### src/rtl/lc3_int_arbiter_if.sv
// Bus between the LC-3 interrupt arbiter and its surroundings (device status
// registers, PSR and control FSM).
//   master : drives device status, priorities, cpu_prio, int_ack, vector load
//   slave  : the arbiter; drives int_req, winner info, vector, pending
interface lc3_int_arbiter_if #(
  parameter int unsigned N_SRC = 4,
  parameter int unsigned IDW   = 4
);
  logic [N_SRC-1:0]   src_ready;
  logic [N_SRC-1:0]   src_ie;
  logic [3*N_SRC-1:0] src_prio;
  logic [2:0]         cpu_prio;
  logic               int_ack;
  logic [1:0]         vector_mux;
  logic               ld_vector;
  logic               int_req;
  logic [2:0]         int_priority;
  logic [IDW-1:0]     int_src_id;
  logic [7:0]         vector;
  logic [N_SRC-1:0]   pending;

  modport master (
    output src_ready, src_ie, src_prio, cpu_prio, int_ack, vector_mux, ld_vector,
    input  int_req, int_priority, int_src_id, vector, pending
  );

  modport slave (
    input  src_ready, src_ie, src_prio, cpu_prio, int_ack, vector_mux, ld_vector,
    output int_req, int_priority, int_src_id, vector, pending
  );
endinterface

### src/rtl/lc3_int_arbiter.sv
// LC-3 interrupt arbiter for N_SRC device sources.
// Picks the highest-priority pending source (lowest index on ties), requests
// the control FSM when it beats the PSR priority, tracks REQ/ACK/SERVICE and
// holds the 8-bit INTV / exception vector register.
// Ports:
//   clk  : clock, rising edge
//   rst  : synchronous active-high reset
//   bus  : lc3_int_arbiter_if slave modport (status inputs, handshake, vector)
// Parameter rules assumed by the design: 2**IDW >= N_SRC, BASE_VEC+N_SRC-1 <= 8'hFF.
module lc3_int_arbiter #(
  parameter int unsigned N_SRC    = 4,
  parameter int unsigned IDW      = 4,
  parameter logic [7:0]  BASE_VEC = 8'h02,
  parameter logic [7:0]  PRIV_VEC = 8'h00,
  parameter logic [7:0]  OPC_VEC  = 8'h01
) (
  input logic               clk,
  input logic               rst,
  lc3_int_arbiter_if.slave  bus
);

  typedef enum logic [1:0] {StIdle, StReq, StService} state_e;

  state_e         state_q, state_d;
  logic [IDW-1:0] id_q, id_d;
  logic [2:0]     prio_q, prio_d;
  logic [7:0]     vector_q, vector_d;

  logic [N_SRC-1:0] pend;
  logic [2:0]       win_prio;
  logic [IDW-1:0]   win_id;
  logic             eligible;
  logic             lat_pend;
  logic [2:0]       lat_prio;

  // Pending sources and the combinational winner. Strict '>' keeps the lowest
  // index on ties; a pending source always has nonzero priority, so
  // win_prio == 0 means no winner.
  always_comb begin
    pend     = '0;
    win_prio = '0;
    win_id   = '0;
    lat_pend = 1'b0;
    lat_prio = '0;
    for (int i = 0; i < N_SRC; i++) begin
      pend[i] = bus.src_ready[i] & bus.src_ie[i] & (bus.src_prio[3*i +: 3] != 3'd0);
      if (pend[i] && (bus.src_prio[3*i +: 3] > win_prio)) begin
        win_prio = bus.src_prio[3*i +: 3];
        win_id   = IDW'(i);
      end
      if (id_q == IDW'(i)) begin
        lat_pend = pend[i];
        lat_prio = bus.src_prio[3*i +: 3];
      end
    end
    eligible = (win_prio != 3'd0) && (win_prio > bus.cpu_prio);
  end

  always_comb begin
    state_d = state_q;
    id_d    = id_q;
    prio_d  = prio_q;
    unique case (state_q)
      StIdle: begin
        if (eligible) begin
          state_d = StReq;
          id_d    = win_id;
          prio_d  = win_prio;
        end
      end
      StReq: begin
        if (bus.int_ack) begin
          state_d = StService;
        end else if (!lat_pend || (lat_prio <= bus.cpu_prio)) begin
          // Withdrawn: id is kept so an idle vector load sees the last winner.
          state_d = StIdle;
          prio_d  = 3'd0;
        end else if (win_prio > prio_q) begin
          id_d   = win_id;
          prio_d = win_prio;
        end
      end
      StService: begin
        if (!lat_pend) begin
          state_d = StIdle;
          prio_d  = 3'd0;
        end
      end
      default: begin
        state_d = StIdle;
        prio_d  = 3'd0;
      end
    endcase
  end

  // Uses id_q from before the edge, so a load coincident with int_ack sees
  // the latched winner.
  always_comb begin
    vector_d = vector_q;
    if (bus.ld_vector) begin
      unique case (bus.vector_mux)
        2'b00:   vector_d = BASE_VEC + 8'(id_q);
        2'b01:   vector_d = PRIV_VEC;
        default: vector_d = OPC_VEC;
      endcase
    end
  end

  always_ff @(posedge clk) begin
    if (rst) begin
      state_q  <= StIdle;
      id_q     <= '0;
      prio_q   <= '0;
      vector_q <= 8'h00;
    end else begin
      state_q  <= state_d;
      id_q     <= id_d;
      prio_q   <= prio_d;
      vector_q <= vector_d;
    end
  end

  assign bus.pending      = pend;
  assign bus.int_req      = (state_q == StReq);
  assign bus.int_priority = prio_q;
  assign bus.int_src_id   = id_q;
  assign bus.vector       = vector_q;

endmodule
### src/flat_wrapper.sv
// flat-port wrapper written by rule: the top's interface ports become plain ports
module lc3_int_arbiter_flat 
#(
  parameter int unsigned N_SRC    = 4,
  parameter int unsigned IDW      = 4,
  parameter logic [7:0]  BASE_VEC = 8'h02,
  parameter logic [7:0]  PRIV_VEC = 8'h00,
  parameter logic [7:0]  OPC_VEC  = 8'h01
)
  (clk, rst, bus_src_ready, bus_src_ie, bus_src_prio, bus_cpu_prio, bus_int_ack, bus_vector_mux, bus_ld_vector, bus_int_req, bus_int_priority, bus_int_src_id, bus_vector, bus_pending);
  lc3_int_arbiter_if #(.N_SRC(N_SRC), .IDW(IDW)) bus_i ();
  input logic clk;
  input logic rst;
  input wire logic [$bits(bus_i.src_ready)-1:0] bus_src_ready;
  input wire logic [$bits(bus_i.src_ie)-1:0] bus_src_ie;
  input wire logic [$bits(bus_i.src_prio)-1:0] bus_src_prio;
  input wire logic [$bits(bus_i.cpu_prio)-1:0] bus_cpu_prio;
  input wire logic [$bits(bus_i.int_ack)-1:0] bus_int_ack;
  input wire logic [$bits(bus_i.vector_mux)-1:0] bus_vector_mux;
  input wire logic [$bits(bus_i.ld_vector)-1:0] bus_ld_vector;
  output wire logic [$bits(bus_i.int_req)-1:0] bus_int_req;
  output wire logic [$bits(bus_i.int_priority)-1:0] bus_int_priority;
  output wire logic [$bits(bus_i.int_src_id)-1:0] bus_int_src_id;
  output wire logic [$bits(bus_i.vector)-1:0] bus_vector;
  output wire logic [$bits(bus_i.pending)-1:0] bus_pending;
  assign bus_i.src_ready = bus_src_ready;
  assign bus_i.src_ie = bus_src_ie;
  assign bus_i.src_prio = bus_src_prio;
  assign bus_i.cpu_prio = bus_cpu_prio;
  assign bus_i.int_ack = bus_int_ack;
  assign bus_i.vector_mux = bus_vector_mux;
  assign bus_i.ld_vector = bus_ld_vector;
  assign bus_int_req = bus_i.int_req;
  assign bus_int_priority = bus_i.int_priority;
  assign bus_int_src_id = bus_i.int_src_id;
  assign bus_vector = bus_i.vector;
  assign bus_pending = bus_i.pending;
  lc3_int_arbiter #(.N_SRC(N_SRC), .IDW(IDW), .BASE_VEC(BASE_VEC), .PRIV_VEC(PRIV_VEC), .OPC_VEC(OPC_VEC)) u_core (.clk(clk), .rst(rst), .bus(bus_i));
endmodule
### config.mk
export PLATFORM = sky130hd
export DESIGN_NAME = lc3_int_arbiter_flat
export DESIGN_NICKNAME = d
export VERILOG_FILES = /design/src/rtl/lc3_int_arbiter_if.sv /design/src/rtl/lc3_int_arbiter.sv /design/src/flat_wrapper.sv
export SDC_FILE = /design/constraint.sdc
export NUM_CORES = 1
export LEC_CHECK = 0
export ABC_AREA = 1
export CAP_MARGIN = 20
export CORE_AREA = 2 2 60 57
export CTS_BUF_LIST = sky130_fd_sc_hd__clkbuf_8
export DETAILED_ROUTE_END_ITERATION = 10
export DIE_AREA = 0 0 62 59
export PLACE_DENSITY = 0.86
export SYNTH_ARGS = -nofsm -noshare
export SYNTH_HDL_FRONTEND = slang
export SYNTH_SLANG_ARGS = --single-unit
### constraint.sdc
create_clock -name clk -period 13.6 [get_ports clk]
set_input_delay 2.72 -clock clk [delete_from_list [all_inputs] [get_ports clk]]
set_output_delay 2.72 -clock clk [all_outputs]
set_load 0.02 [all_outputs]
* Yosys cells after proc, flatten, opt, wreduce, memory -nomap -nowiden
Cells that the tools add are included.
Storage, ports and cells: bits in registers 17, latch bits 0, bits in writable memories 0, memory bits (read-only) 0, output and inout bits 20, logic and storage cells 84, memories 0
Cells by class: add/subtract/negate cells 1, multiply operators 0, div/mod/pow operators 0, magnitude comparators 7, equality and inequality tests 13, shifts and indexed selects 0, mux-type cells 32, bitwise logic cells 8, reduce and logical (&&, ||, !) cells 19
Operators by type and width (number):
- two-way mux 3 bit | 13
- two-way mux 4 bit | 4
- case mux 8 bit (2 select lines) | 1
- > comparator 3 bit | 5
- nonzero test 3 bit | 5
- two-way mux 2 bit | 6
- case mux 3 bit (3 select lines) | 1
- AND 1 bit | 8
- == test 4 x 2 -> 1 bit (second input constant) | 2
- case mux 4 bit (2 select lines) | 1
- inequality test 2 bit (second input constant) | 3
- case mux 2 bit (3 select lines) | 1
- adder 2 x 4 -> 5 bit (first input constant) | 1
- logical AND 1 bit | 5
- two-way mux 1 bit | 5
- AND reduction 5 bit | 1
- == test 2 x 1 -> 1 bit (second input constant) | 2
- == test 4 x 1 -> 1 bit (second input constant) | 1
- zero test 2 bit | 2
- zero test 4 bit | 1
- inequality test 2 x 1 -> 1 bit (second input constant) | 2
- AND reduction 4 bit | 1
- > comparator 3 x 1 -> 1 bit (second input constant) | 1
- less-or-equal comparator 3 bit | 1
- 7 further kinds | 7

* Logic depth before layout (Yosys ltp)
depth in word-level cells 18, gate-level depth with buffers 37, gate-level depth less buffers 37

* Least setup slack after synthesis
OpenSTA, ideal clock, no wires.
path type input -> register, start input bus_src_prio[1], end register u_core.prio_q[1] (netlist: u_core.bus.int_priority[1]), data arrival time 6.579 ns, data required time 13.485 ns, path slack 6.906 ns, stages 35, path through inv_1 -> nand3_1 -> nand2_1 -> nor2_1 -> inv_1 -> ha_1 -> nand2_2 -> nor2_4 -> nor2_4 -> nor2_4 -> o21ai_0 -> ha_1 -> o21ai_0 -> nand3_2 -> nand3_4 -> nand2_4 -> o21a_1 -> ha_1 -> nand3_2 -> nor2_2 -> nor2_4 -> nand2_4 -> nand2_1 -> o21ai_2 -> inv_1 -> ha_1 -> nand2_1 -> inv_1 -> nand2_1 -> nand2_2 -> nand3_2 -> a21oi_4 -> nand3_1 -> nand2_1 -> nor2_1
On the way: cells in the longest elaborated chain, start to end 17, elaborated cells on any way between the ends 38, classes of those cells order compare: 7; eq/ne: 3; mux: 17; bitwise: 1; reduce/logical: 10
Ends and longest elaborated chain:
- from (decl) | line flat_wrapper.sv:16 | input wire logic [$bits(bus_i.src_prio)-1:0] bus_src_prio;
- parallel branches: the longest is 17 deep, another holds > comparator 3 x 1 -> 1 bit
- to (signal assigned) | line lc3_int_arbiter.sv:118 | prio_q <= prio_d;
- to (decl) | line lc3_int_arbiter.sv:26 | logic [2:0] prio_q, prio_d;
Parallel ways; which one is timed is not known. The select of a mux whose other input is x is not followed. A chain may end at the register's enable or synchronous reset.

* Final worst setup path
start input bus_src_prio[11], end output bus_pending[3]
On the way: cells in the longest elaborated chain, start to end 2
Ends and longest elaborated chain:
- nonzero test 3 bit | line lc3_int_arbiter.sv:46 | pend[i] = bus.src_ready[i] & bus.src_ie[i] & (bus.src_prio[3*i +: 3] != 3'd0);
- AND 1 bit | line lc3_int_arbiter.sv:46
- to (decl) | line flat_wrapper.sv:25 | output wire logic [$bits(bus_i.pending)-1:0] bus_pending;
No other way between the ends.

==> results.md <==
- Status: completed
- Mapped Cells: 236
- Clock-pin transition on the worst setup and hold timing paths: 0.05 ns
- Share of layout cells above drive strength 1: 16.43%
- Final hold vios: 0
- Final Max Tran Viols: 0
- Vias per cell: 5.043
- RSZ-0062 raised after global routing: false
- FF+latch count, synth: 10
- Die Wd: 62 um
- Remaining DRCs: 0
- # hold bufs at CTS: 0
- Fmax: 132.7 MHz
- Final setup skew: 0.0006772 ns
- Most common cell after layout, fill and taps aside: inv_1
- Initial DRC count: 46
- Syn Std Cell Area: 0.001516 mm2
- Top-area cell type share of the netlist area: 13.20%
- Post-CTS Setup Bufs: 0
- Nets@finish: 323
- Seq/Total Area, Yosys: 13.20%
- GRT Overall Usage: 21.05%
- Post-Layout Cell Count: 322
- Worst EP arrival: 4.81 ns
- Rel. slew slack: 27.34%
- Initial antenna violation count: 0
- Die ar.: 0.003658 mm2
- Area grow syn2layout: 32.18%
- I/O pin count: 49
- Setup TNS: 0 ns
- Largest area contributor in the netlist: dfxtp_1
- Power Density: 105.0 mW/mm2
- Post-Syn Area per Cell: 6.426 um2
- WL final: 3.514 mm
- Leak: 0.9822 nW
- Period utilization: 55.40%
- # diodes: 0
- Clock sink total: 10
- Clock Path Buffers: 2
- Top cells by area, synth: dfxtp_1 13%, inv_1 12%, ha_1 11%, nand2_1 8.9%, nand2_2 6.6%
- GRT overflow: 0
- Type of origin of the critical path: input port
- Core area: 0.002972 mm2
- Warnings from Yosys: 0
- 1st-pass router iterations: 4
- Pin count of the biggest net entering global routing: 8
- H-tree levels: 1
- Hold Crit Class: flop to flop
- Resized cells post-CTS: 0
- Required time worst endpoint: 10.88 ns
- Worst setup EP type: output port
- Routability congestion estimate: 0.9348
- Reported max-cap violation count: 0
- Cts bufs inserted: 3
- Site Rows: 19
- Final min period: 7.535 ns
- Height of the die: 59 um
- Vias post-DR: 1624
- CP Max Fanout: 4
- CTS tree: built
- Peak VDD IR: 0.05544 mV
- # setup viols final: 0
- Post-placement cell count: 318
- Clock root buffer: clkbuf_8
- Synth unique cells: 32
- Detailed Place HPWL: 3.051 mm
- Avg WL per Cell: 10.91 um
- Slew @ Worst Pin: 1.076 ns
- First-pass GRT wire length: 5.940 mm
- Post-route antenna net violation count: 0
- Crit path kind: input port to output port
- PortBufs: 41
- Clk Latency, worst-skew pair: 0.24 ns
- Initial core utilization: 51.03%
- Most frequent cells in the layout: 47 x inv_1, 41 x clkdlybuf4s50_1, 36 x nand2_1, 21 x nor2_1, 20 x nand3_1
- Vias in the first global route: 1499
stage by stage:
stage	setup WS [ns]	power [mW]	hold WS [ns]	area, um2	util, %
2_1_floorplan	6.906	0.1355	0.4992	1539	-
3_3_place_gp	6.020	0.1696	0.4543	1949	65.60
3_5_place_dp	5.933	0.1728	0.4662	1949	65.60
4_1_cts	6.029	0.2118	0.4653	2004	67.45
5_1_grt	5.718	0.2299	0.4952	2004	67.45
6_report	6.065	0.2104	0.4606	2004	67.45
Yosys cell counts, drive strengths merged:
library cell	number
o21bai	1
conb	1
clkinv	1
dfxtp	10
a221oi	3
nand3	32
nor2	26
nand2	56
o22ai	1
a22oi	1
nand4	5
a31oi	1
o311ai	1
inv	48
buf	7
o21ai	11
a21oi	15
nor3	1
o221ai	1
ha	13
o21a	1
final timing paths:
kind                                 start                        to  slack, ns  depth (start not counted)
setup reg to reg  u_core.bus.int_src_id[1]  u_core.bus.int_src_id[0]      11.19                         15
hold reg to reg       u_core.bus.vector[2]      u_core.bus.vector[2]       0.46                          2
hold / removal        u_core.bus.vector[2]      u_core.bus.vector[2]       0.46                          2
setup / recovery          bus_src_prio[11]            bus_pending[3]       6.07                          4
report_power, final:
part           leakage, nW  internal, mW  switching [mW]
logic                0.871        0.0546          0.0760
clock network       0.0288        0.0255          0.0123
registers           0.0820        0.0353         0.00670
logic make-up after synthesis:
logic type                 count (synthesis)  synth area share [%]
and+or+nand+nor                          120                 45.38
buffers and inverters                     56                 15.68
other                                      1                0.2473
DFF                                       10                 13.20
AOI/OAI and AO/OA                         36                 14.77
adders and majority gates                 13                 10.73
worst max-delay path: stages:
cell and delay, ns:
clkdlybuf4s50_1 0.49, o311ai_0 0.96, inv_1 0.08, clkdlybuf4s50_1 0.57
state kept, by name, summed over array words and instances, names as in the netlist:
name / flops
u_core.bus.int_priority: 3
u_core.bus.vector: 3
u_core.state_q: 2
u_core.bus.int_src_id: 2
layout make-up:
cell class,instances,area (um2)
Fill cell,272,967.2
Sequential cell,10,200.2
Clock buffer,4,55.05
Timing Repair Buffer,41,410.4
Inverter,49,185.2
Tap cell,42,52.55
Multi-Input combinational cell,176,1101
layer usage:
| metal | vias up | track usage, % | wire, um |
|---|---|---|---|
| met2 | 55 | 34.52 | 1657 |
| li1 | 844 | - | - |
| met5 | - | 0 | 0 |
| met3 | 8 | 3.930 | 185 |
| met4 | 0 | 6.383 | 68 |
| met1 | 717 | 27.64 | 1603 |
Note: power is estimated with default switching activity, not from simulation.
